$ cat config.mk
export PLATFORM = sky130hd
export DESIGN_NAME = multi_zone_display_controller
export DESIGN_NICKNAME = d
export VERILOG_FILES = /design/src/rtl/multi_zone_display_controller.sv
export SDC_FILE = /design/constraint.sdc
export NUM_CORES = 1
export LEC_CHECK = 0
export CELL_PAD_IN_SITES_DETAIL_PLACEMENT = 1
export CELL_PAD_IN_SITES_GLOBAL_PLACEMENT = 1
export CORE_UTILIZATION = 36
export DETAILED_ROUTE_END_ITERATION = 7
export HOLD_SLACK_MARGIN = 0.08
export PLACE_DENSITY_LB_ADDON = 0.1
export SLEW_MARGIN = 20
export SYNTH_ARGS = -nofsm -noshare
export SYNTH_HDL_FRONTEND = slang
export SYNTH_SLANG_ARGS = --single-unit
$ cat constraint.sdc
create_clock -name CLOCK_50 -period 2.8 [get_ports CLOCK_50]
set_input_delay 0.56 -clock CLOCK_50 [delete_from_list [all_inputs] [get_ports CLOCK_50]]
set_output_delay 0.56 -clock CLOCK_50 [all_outputs]
set_load 0.05 [all_outputs]
$ cat src/rtl/multi_zone_display_controller.sv
// multi_zone_display_controller: 640x480 VGA renderer for a multi-zone
// temperature panel (status block + temperature bar per zone, dividers).
//
// Ports:
//   CLOCK_50     system clock, all logic on its rising edge
//   RESET        synchronous, active-high reset
//   ZONE_TEMP    per-zone temperature, zone k at [k*TEMP_W +: TEMP_W]
//   ZONE_STATUS  per-zone status (00 off, 01 ok, 10 alarm, 11 warn)
//   VGA_CLK      25 MHz pixel clock (CLOCK_50 / 2)
//   VGA_HS/VS    active-low syncs
//   VGA_BLANK_N  high inside the 640x480 active area
//   VGA_R/G/B    pixel colour, each channel 8'h00 or 8'hFF
//   FRAME_START  one-cycle pulse when the inputs are snapshotted
module multi_zone_display_controller #(
    parameter int NUM_ZONES    = 4,
    parameter int TEMP_W       = 10,
    parameter int DIV_HALF     = 5,
    parameter int BLINK_FRAMES = 30
) (
    input  logic                        CLOCK_50,
    input  logic                        RESET,
    input  logic [NUM_ZONES*TEMP_W-1:0] ZONE_TEMP,
    input  logic [2*NUM_ZONES-1:0]      ZONE_STATUS,
    output logic                        VGA_CLK,
    output logic                        VGA_HS,
    output logic                        VGA_VS,
    output logic                        VGA_BLANK_N,
    output logic [7:0]                  VGA_R,
    output logic [7:0]                  VGA_G,
    output logic [7:0]                  VGA_B,
    output logic                        FRAME_START
);

    localparam int ZH = 480 / NUM_ZONES;
    localparam int ZW = (NUM_ZONES > 1) ? $clog2(NUM_ZONES) : 1;
    localparam logic [ZW-1:0] Z_LAST   = ZW'(NUM_ZONES - 1);
    localparam logic [9:0]    ROW_LAST = 10'(ZH - 1);
    localparam logic [9:0]    DIV_LO   = 10'(DIV_HALF);
    localparam logic [9:0]    DIV_HI   = 10'(ZH - DIV_HALF);
    localparam logic [7:0]    FC_LAST  = 8'(BLINK_FRAMES - 1);

    logic                        clk25;
    logic [9:0]                  h;
    logic [9:0]                  v;
    logic [9:0]                  row;
    logic [ZW-1:0]               z;
    logic [7:0]                  fcnt;
    logic                        blink;
    logic [NUM_ZONES*TEMP_W-1:0] sh_temp;
    logic [2*NUM_ZONES-1:0]      sh_stat;

    logic [TEMP_W-1:0] cur_temp;
    logic [1:0]        cur_stat;
    logic [31:0]       temp32;
    logic [9:0]        bar_len;
    logic              active;
    logic              divider;
    logic              in_bar;
    logic [2:0]        rgb;

    assign VGA_CLK = clk25;

    always_comb begin
        cur_temp = sh_temp[int'(z)*TEMP_W +: TEMP_W];
        cur_stat = sh_stat[int'(z)*2 +: 2];
        temp32   = 32'(cur_temp);
        bar_len  = (temp32 > 32'd559) ? 10'd559 : temp32[9:0];
        active   = (h < 10'd640) && (v < 10'd480);
        // Divider band spans DIV_HALF rows on each side of a zone boundary:
        // the top rows of every zone but the first, the bottom rows of every
        // zone but the last. The last zone's row count never wraps, so rows
        // past NUM_ZONES*ZH cannot re-trigger the top band.
        divider  = ((z != '0) && (row < DIV_LO)) ||
                   ((z != Z_LAST) && (row >= DIV_HI));
        in_bar   = (h >= 10'd80) && ((h - 10'd80) < bar_len);
        rgb      = 3'b000;
        if (!active || divider) begin
            rgb = 3'b000;
        end else if (h < 10'd64) begin
            case (cur_stat)
                2'b01:   rgb = 3'b010;
                2'b11:   rgb = 3'b110;
                2'b10:   rgb = blink ? 3'b111 : 3'b100;
                default: rgb = 3'b000;
            endcase
        end else if (in_bar) begin
            rgb = 3'b001;
        end else begin
            rgb = 3'b111;
        end
    end

    always_ff @(posedge CLOCK_50) begin
        if (RESET) begin
            clk25       <= 1'b0;
            h           <= '0;
            v           <= '0;
            row         <= '0;
            z           <= '0;
            fcnt        <= '0;
            blink       <= 1'b0;
            sh_temp     <= '0;
            sh_stat     <= '0;
            VGA_HS      <= 1'b1;
            VGA_VS      <= 1'b1;
            VGA_BLANK_N <= 1'b0;
            VGA_R       <= '0;
            VGA_G       <= '0;
            VGA_B       <= '0;
            FRAME_START <= 1'b0;
        end else begin
            clk25       <= ~clk25;
            FRAME_START <= 1'b0;
            if (clk25) begin
                VGA_HS      <= !((h >= 10'd656) && (h <= 10'd751));
                VGA_VS      <= !((v >= 10'd490) && (v <= 10'd491));
                VGA_BLANK_N <= active;
                VGA_R       <= {8{rgb[2]}};
                VGA_G       <= {8{rgb[1]}};
                VGA_B       <= {8{rgb[0]}};
                if (h == 10'd799) begin
                    h <= '0;
                    if (v == 10'd524) begin
                        v   <= '0;
                        row <= '0;
                        z   <= '0;
                    end else begin
                        v <= v + 10'd1;
                        if ((z != Z_LAST) && (row == ROW_LAST)) begin
                            row <= '0;
                            z   <= z + 1'b1;
                        end else begin
                            row <= row + 10'd1;
                        end
                    end
                end else begin
                    h <= h + 10'd1;
                end
                if ((h == 10'd0) && (v == 10'd480)) begin
                    sh_temp     <= ZONE_TEMP;
                    sh_stat     <= ZONE_STATUS;
                    FRAME_START <= 1'b1;
                    if (fcnt == FC_LAST) begin
                        fcnt  <= '0;
                        blink <= ~blink;
                    end else begin
                        fcnt <= fcnt + 8'd1;
                    end
                end
            end
        end
    end

endmodule

==> metrics.csv, run 1 <==
stage;metric;value;unit
critical_path;start_kind;register;
critical_path;critPathTopFamily;simple AND/OR/NAND/NOR gates;
drt;drt_drc_violations_left;0;
global_route;grt_pass1_wl;21570;µm
critical_path;max_stage_delay;0.52;ns
yosys;ys_types;51;
placement;placed_area;0.005773;mm²
critical_path;worstPathRequired;3.03;ns
power_and_ir_drop;leakage;2.111;nW
finish;final_cell_area;0.006216;mm²
drt;drt-total-wl;12880;µm
yosys;synth_ff_type;dfxtp_1;
yosys;ys_seq_area_share;39.74;%
run;maxCapViolCount;0;
critical_path;crit_top_cell;nor2_4;
cts;root_buffer;clkbuf_16;
worst_hold_path;min-delay-start;sh_temp[9]$_SDFFE_PP0P_;
drt;drt_first_iter_violations;176;
yosys;synth_common_cells;nand2_1 (134), dfxtp_1 (97), a21oi_1 (57), nor2_1 (51), clkbuf_1 (25);
drt;via_per_inst;5.111;
drt;routedWlPerCell;15.53;µm
floorplan;io_pins;79;
finish;drive_above_1_share;11.64;%
cts;cts-buffers-inserted;9;
yosys;synth_most_common_cell;nand2_1;
floorplan;start_util;36.90;%
sta;setup_ws;0.06298;ns
finish;antenna_cells;0;
status;outcome;finished clean;
cts;clock_latency;0.35;ns
yosys;synth.largest_area_cell;dfxtp_1;
worst_hold_path;hold_path_end;sh_temp[9]$_SDFFE_PP0P_;
sta;finalHoldViolations;0;
placement;dp_hpwl;9698;µm
cts;cts_buffer_depth;2;
sta;setup_viol;0;
drt;dr.pass1.iters;4;
sta;fin_crit_sh;97.75;%
global_route;antenna_found_initial;0;
critical_path;path_cells;mux4_2, or3_4, nor2_4, nor2_4, nand2b_4, ha_4, nand2_2, nor3_4, a2111oi_4, o2111a_1, o21ai_1;
critical_path;r2r.worst_path.cells;11;
yosys;ys_ff_latch;97;
finish;area_growth;27.22;%
floorplan;row_count;42;
global_route;grt_pass1_vias;4328;
sta;max_freq;365.4;MHz
finish;nFillCells;1575;
power_and_ir_drop;vdd_drop_max;0.2524;mV
cts;cts_tree;yes;
sta;slew_headroom;50.70;%
critical_path;r2r_start;z[0]$_SDFFE_PP0P_;
sta;finClkSkew;0.007573;ns
global_route;grt_max_degree;55;
yosys;syn_area_per_cell;8.281;µm²
yosys;syn_inst;590;
sta;final-max-slew-violation-count;0;
critical_path;endpoint_kind;register;
yosys;synth_top_area_share;39.74;%
critical_path;worstSetupPathType;reg -> reg;
yosys;yosys_warnings;0;
yosys;synth_fp_nets;664;
critical_path;cp_slowest_cell;mux4_2;
critical_path;worst-path-max-fanout;5;
placement;numPortBuffers;78;
global_route;overflow;0;
critical_path;r2r_end;VGA_R[0]$_SDFFE_PP0P_;
yosys;async_flop_share;0;%
global_route;grt.total_usage;19.64;%
cts;clkSinkCount;97;
critical_path;worstPathArrival;2.97;ns
yosys;synth_area_leaders;dfxtp_1 (40%), nand2_1 (10%), ha_1 (6.1%);
worst_hold_path;worstHoldPathType;reg -> reg;
yosys;synth_enable_flop_cells;0;
sta;min_period;2.737;ns
sta;tightest_slew;0.7327;ns
drt;dr_total_vias;4237;
floorplan;dieArea;0.01404;mm²
sta;rsz0062_at_grt;true;
finish;nets;722;
floorplan;die_w;118.5;µm
drt;ant_nets;0;
power_and_ir_drop;p_per_area;470.2;mW/mm²
critical_path;r2r_setup_slack;0.06;ns
floorplan;dieHeight;118.5;µm
yosys;syn_area;0.004886;mm²
floorplan;core;0.01324;mm²
cts;clk_pin_slew;0.07;ns
placement;place_ws;-0.1768;ns
worst_hold_path;hold_depth;2;
placement;gp_congestion;0.7544;
critical_path;crit_buf_inv;0;
cts;cts_htree_levels;3;
## report_power, final
group / switching [mW] / total, mW / internal (mW)
Sequential: 0.00708 / 1.39 / 1.38
Combinational: 0.0648 / 0.145 / 0.0799
Clock: 0.586 / 1.39 / 0.803
Total: 0.658 / 2.92 / 2.26
## layout make-up
type                            count  area (µm²)  share of cell area, %
Clock buffer                        9       225.2                  3.623
Clock inverter                      7       106.4                  1.711
Inverter                           16       60.06                 0.9662
Multi-Input combinational cell    424        2701                  43.46
Sequential cell                    97        1946                  31.30
Tap cell                          176       220.2                  3.543
Timing Repair Buffer              100       957.2                  15.40
## kinds of logic after synthesis
family                   synth area share, %
AND/OR/NAND/NOR                        24.87
flip-flops                             39.74
AO/OA/AOI/OAI                          10.04
buffers and inverters                  7.170
XOR/XNOR                               6.095
adder cells (fa/ha/maj)                6.146
multiplexers                           5.941
## metrics by stage
stage	hold slack (ns)	TNS, ns	power (mW)	std cells	utilization, %
2_1_floorplan	0.4286	-0.005622	1.470	590	-
3_3_place_gp	0.4389	-0.1570	1.564	812	43.59
3_5_place_dp	0.4461	-0.3516	1.566	812	43.59
4_1_cts	0.4570	-0.1029	2.966	828	46.50
5_1_grt	0.4790	-0.1084	3.018	829	46.94
6_report	0.4548	0	2.923	829	46.94
## what timing repair did
action,in CTS,in global routing
setup buffers,0,1
gates resized for setup,13,10
gates cloned,0,0
hold endpoints to repair,0,0
hold buffers,0,0
pin swaps,8,12
endpoints found under the setup margin,2,2
## worst min-delay path, delay by kind of cell, from the launching register on
kind               cells  cell delay [ns]
DFF                    1             0.31
and+or+nand+nor        1             0.05
AOI/OAI and AO/OA      1             0.05
## registers in the layout, indices dropped and copies added, names as in the netlist, 2 cells and up
register,cells
fcnt,8
h,10
sh_stat,8
sh_temp,40
row,10
z,2
v,10
## placed cells by master, fill, tap and decap left out, types with 4 or more instances in the layout
cell type and n:
nor3_1 12, xnor2_1 20, and3_1 7, nand4_1 12
or3_1 5, clkbuf_16 9, nand2b_1 4, nor4_1 7
xor2_1 14, ha_1 22, nand2_1 132, o21ai_0 12
dfxtp_1 96, nor2_4 4, mux4_2 12, nor2_1 45
nand3_1 11, inv_6 4, clkdlybuf4s50_1 77, inv_1 15
a21oi_1 57, buf_4 20
## worst max-delay path by stage
| stage | startpoint | end | slack [ns] | depth (start not counted) |
|---|---|---|---|---|
| CTS | z[0]$_SDFFE_PP0P_ | VGA_G[0]$_SDFFE_PP0P_ | -0.05 | 11 |
| global placement | z[0]$_SDFFE_PP0P_ | VGA_G[0]$_SDFFE_PP0P_ | -0.08 | 11 |
| finish | z[0]$_SDFFE_PP0P_ | VGA_R[0]$_SDFFE_PP0P_ | 0.06 | 11 |
| floorplan | z[0]$_SDFFE_PP0P_ | VGA_G[0]$_SDFFE_PP0P_ | -0.006 | 12 |
| global route | z[0]$_SDFFE_PP0P_ | VGA_R[0]$_SDFFE_PP0P_ | -0.06 | 11 |
| detailed placement | z[0]$_SDFFE_PP0P_ | VGA_G[0]$_SDFFE_PP0P_ | -0.18 | 11 |
## per-layer routing
| metal | track usage (%) | wire length (µm) | vias up |
|---|---|---|---|
| met5 | 0 | 0 | - |
| met4 | 8.149 | 235 | 0 |
| met3 | 2.992 | 372 | 13 |
| met2 | 31.91 | 5996 | 84 |
| met1 | 26.02 | 6271 | 2039 |
| li1 | - | - | 2101 |
(Power assumes the default switching activity.)
==> inputs of run 2 (changes only) <==
--- a/config.mk
+++ b/config.mk
@@ -8,7 +8,9 @@
 export CELL_PAD_IN_SITES_DETAIL_PLACEMENT = 1
 export CELL_PAD_IN_SITES_GLOBAL_PLACEMENT = 1
 export CORE_UTILIZATION = 36
+export CTS_CLUSTER_SIZE = 20
 export DETAILED_ROUTE_END_ITERATION = 7
+export GPL_ROUTABILITY_DRIVEN = 1
 export HOLD_SLACK_MARGIN = 0.08
 export PLACE_DENSITY_LB_ADDON = 0.1
 export SLEW_MARGIN = 20
==> results of run 2 <==
Same layout as run 1: the final DEF is identical, and so are final timing and power.
==> inputs of run 3 (changes only) <==
--- a/config.mk
+++ b/config.mk
@@ -7,9 +7,10 @@
 export LEC_CHECK = 0
 export CELL_PAD_IN_SITES_DETAIL_PLACEMENT = 1
 export CELL_PAD_IN_SITES_GLOBAL_PLACEMENT = 1
-export CORE_UTILIZATION = 36
+export CORE_UTILIZATION = 43
 export CTS_CLUSTER_SIZE = 20
 export DETAILED_ROUTE_END_ITERATION = 7
+export DONT_BUFFER_PORTS = 1
 export GPL_ROUTABILITY_DRIVEN = 1
 export HOLD_SLACK_MARGIN = 0.08
 export PLACE_DENSITY_LB_ADDON = 0.1
==> constraint.sdc (replaced) <==
create_clock -name CLOCK_50 -period 2.2 [get_ports CLOCK_50]
set_input_delay 0.44 -clock CLOCK_50 [delete_from_list [all_inputs] [get_ports CLOCK_50]]
set_output_delay 0.44 -clock CLOCK_50 [all_outputs]
set_load 0.05 [all_outputs]
==> run 3 against run 2 <==
  * The flow now finishes with violations (setup timing)
  * Via count decreased by 2.1%
  * Cell count decreased by 9.2%
  * Register-to-register slack got worse by 0.62 ns
  * Global-route usage increased by 4.7 points
  * Worst hold slack got worse by 0.27 ns
  * Core utilization increased by 8.6 points
  * Die area decreased by 16%
  * Critical endpoint unchanged
==> metrics.csv, run 3 (same netlist as run 1, synthesis figures left out) <==
stage;metric;value;unit;change
finish;drive_above_1_share;28.71;%;+17 points
drt;wl_met3;536;µm;+44%
cts;clkSinkCount;97;;unchanged
status;outcome;complete, but fails checks;;
cts;cts-buffers-inserted;9;;unchanged
sta;tightest_slew;0.6893;ns;-0.04337 ns
sta;finalHoldViolations;0;;unchanged
floorplan;core;0.01094;mm²;-17%
drt;top_layer;met4;;
sta;max_freq;362.3;MHz;-0.84%
critical_path;max_stage_delay;0.51;ns;about the same
cts;clock_latency;0.35;ns;about the same
sta;fin_crit_sh;125.5;%;+28 points
finish;final_common_cell;nand2_1;;
cts;clk_pin_slew;0.07;ns;about the same
critical_path;worst-path-max-fanout;5;;unchanged
drt;routedWlPerCell;18.76;µm;+21%
sta;setup_viol;36;;+36
placement;dp_hpwl;9486;µm;-2.2%
critical_path;cp_slowest_cell;mux4_2;;
finish;multi_input_area;0.002973;mm²;+10%
global_route;antenna_found_initial;0;;unchanged
critical_path;worstPathRequired;2.43;ns;-0.60 ns
sta;rsz0062_at_grt;true;;
drt;met1_length;6468;µm;+3.1%
global_route;grt.total_usage;24.30;%;+4.7 points
floorplan;dieArea;0.01179;mm²;-16%
global_route;grt_max_degree;69;;+25%
worst_hold_path;worstHoldPathType;in -> reg;;
cts;ctsHoldBuffers;0;;unchanged
finish;regArea;0.001961;mm²;+0.77%
placement;gp_congestion;0.8155;;+8.1%
drt;drt_first_iter_violations;134;;-24%
sta;slew_headroom;53.62;%;+2.9 points
finish;regMostFlops;sh_temp;;
drt;dr_total_vias;4146;;-2.1%
finish;largest_reg_flops;40;;unchanged
sta;setup_ws;-0.5602;ns;-0.6232 ns
power_and_ir_drop;vdd_drop_max;0.5613;mV;+120%
placement;numPortBuffers;0;;-100%
critical_path;worstPathArrival;2.99;ns;+0.02 ns
critical_path;start_kind;register;;
sta;finClkSkew;0.008215;ns;+0.0006420 ns
drt;via_per_inst;5.506;;+7.7%
cts;cts_buffer_depth;2;;unchanged
floorplan;die_w;108.6;µm;-8.4%
finish;antenna_cells;0;;unchanged
sta;final-max-slew-violation-count;0;;unchanged
sta;min_period;2.760;ns;+0.02318 ns
drt;drt-total-wl;14130;µm;+9.7%
critical_path;worstSetupPathType;reg -> reg;;
placement;place_ws;-0.7688;ns;-0.5920 ns
finish;nets;683;;-5.4%
status;failed_checks;setup timing;;
finish;layout_common_cells;nand2_1 (118), dfxtp_1 (90), buf_4 (51), nor2_1 (45), a21oi_2 (32);;
drt;dr.pass1.iters;4;;unchanged
finish;final_cell_area;0.006073;mm²;-2.3%
cts;root_buffer;clkbuf_16;;
run;maxCapViolCount;0;;unchanged
global_route;grt_pass1_vias;4116;;-4.9%
placement;placed_area;0.005261;mm²;-8.9%
sta;timing.hold.ws;0.1813;ns;-0.2735 ns
floorplan;dieHeight;108.6;µm;-8.4%
finish;nFillCells;1239;;-21%
finish;area_growth;24.30;%;
cts;cts_htree_levels;3;;unchanged
floorplan;io_pins;79;;unchanged
drt;wl_met2;6867;µm;+15%
critical_path;path_cells;mux4_2, or3_4, nor2_4, nor2_4, nor2_2, ha_1, nand2_2, nor3_4, a2111oi_4, o2111a_1, o21ai_1;;
drt;ant_nets;0;;unchanged
cts;cts_tree;yes;;
power_and_ir_drop;p_per_area;587.8;mW/mm²;+25%
critical_path;crit_top_cell;nor2_4;;
drt;drt_drc_violations_left;0;;unchanged
global_route;grt_pass1_wl;21600;µm;+0.13%
critical_path;endpoint_kind;register;;
power_and_ir_drop;leakage;2.134;nW;+1.1%
floorplan;start_util;44.68;%;+7.8 points
power_and_ir_drop;p_total;3.570;mW;+22%
global_route;overflow;0;;unchanged
floorplan;row_count;38;;-9.5%
-- run 3: final cells by class --
cell class                 instances  share of cell area [%]
clock buffer                      10                   3.770
clock inverter                     5                   1.422
inverter                          16                  0.9889
multi-input combinational        424                   48.95
sequential                        97                   32.28
tap                              140                   2.884
timing repair buffer              61                   9.703
-- run 3: final timing paths --
path,startpoint,cells past startpoint,end,slack [ns]
setup / recovery,z[0]$_SDFFE_PP0P_,11,VGA_R[0]$_SDFFE_PP0P_,-0.56
hold / removal,RESET,1,h[0]$_SDFFE_PP0P_,0.18
setup reg to reg,z[0]$_SDFFE_PP0P_,11,VGA_R[0]$_SDFFE_PP0P_,-0.56
hold reg to reg,sh_temp[27]$_SDFFE_PP0P_,2,sh_temp[27]$_SDFFE_PP0P_,0.46
-- run 3: stage by stage --
stage | util, % | std cells | TNS [ns]
2_1_floorplan | - | 590 | -1.200
3_3_place_gp | 48.11 | 729 | -1.864
3_5_place_dp | 48.11 | 729 | -3.145
4_1_cts | 52.14 | 747 | -1.253
5_1_grt | 55.54 | 753 | -5.199
6_report | 55.54 | 753 | -2.223
-- run 3: critical path: cells and delay by family, from the launching register on --
kind,cells,cell delay [ns]
flip-flops,1,0.38
AND/OR/NAND/NOR,6,0.86
multiplexers,1,0.51
AO/OA/AOI/OAI,3,0.62
adder cells (fa/ha/maj),1,0.26
-- run 3: per-layer routing --
layer | up-vias | GRT usage [%]
met5 | - | 0
met4 | 0 | 5.598
li1 | 2010 | -
met2 | 77 | 39.74
met3 | 18 | 6.088
met1 | 2041 | 32.12
-- run 3: report_power, final --
part           total [mW]  leakage, nW  switching, mW  internal [mW]
combinational       0.101         1.19         0.0557         0.0457
sequential           1.77        0.786        0.00935           1.76
clock                1.70        0.154          0.702           1.00
-- run 3: repair_timing --
item | 4_1_cts | 5_1_grt
gates resized for setup | 26 | 68
hold endpoints to repair | 0 | 0
buffers inserted | 3 | 3
pin swaps | 14 | 49
setup endpoints to repair | 20 | 30
cloned | 0 | 3
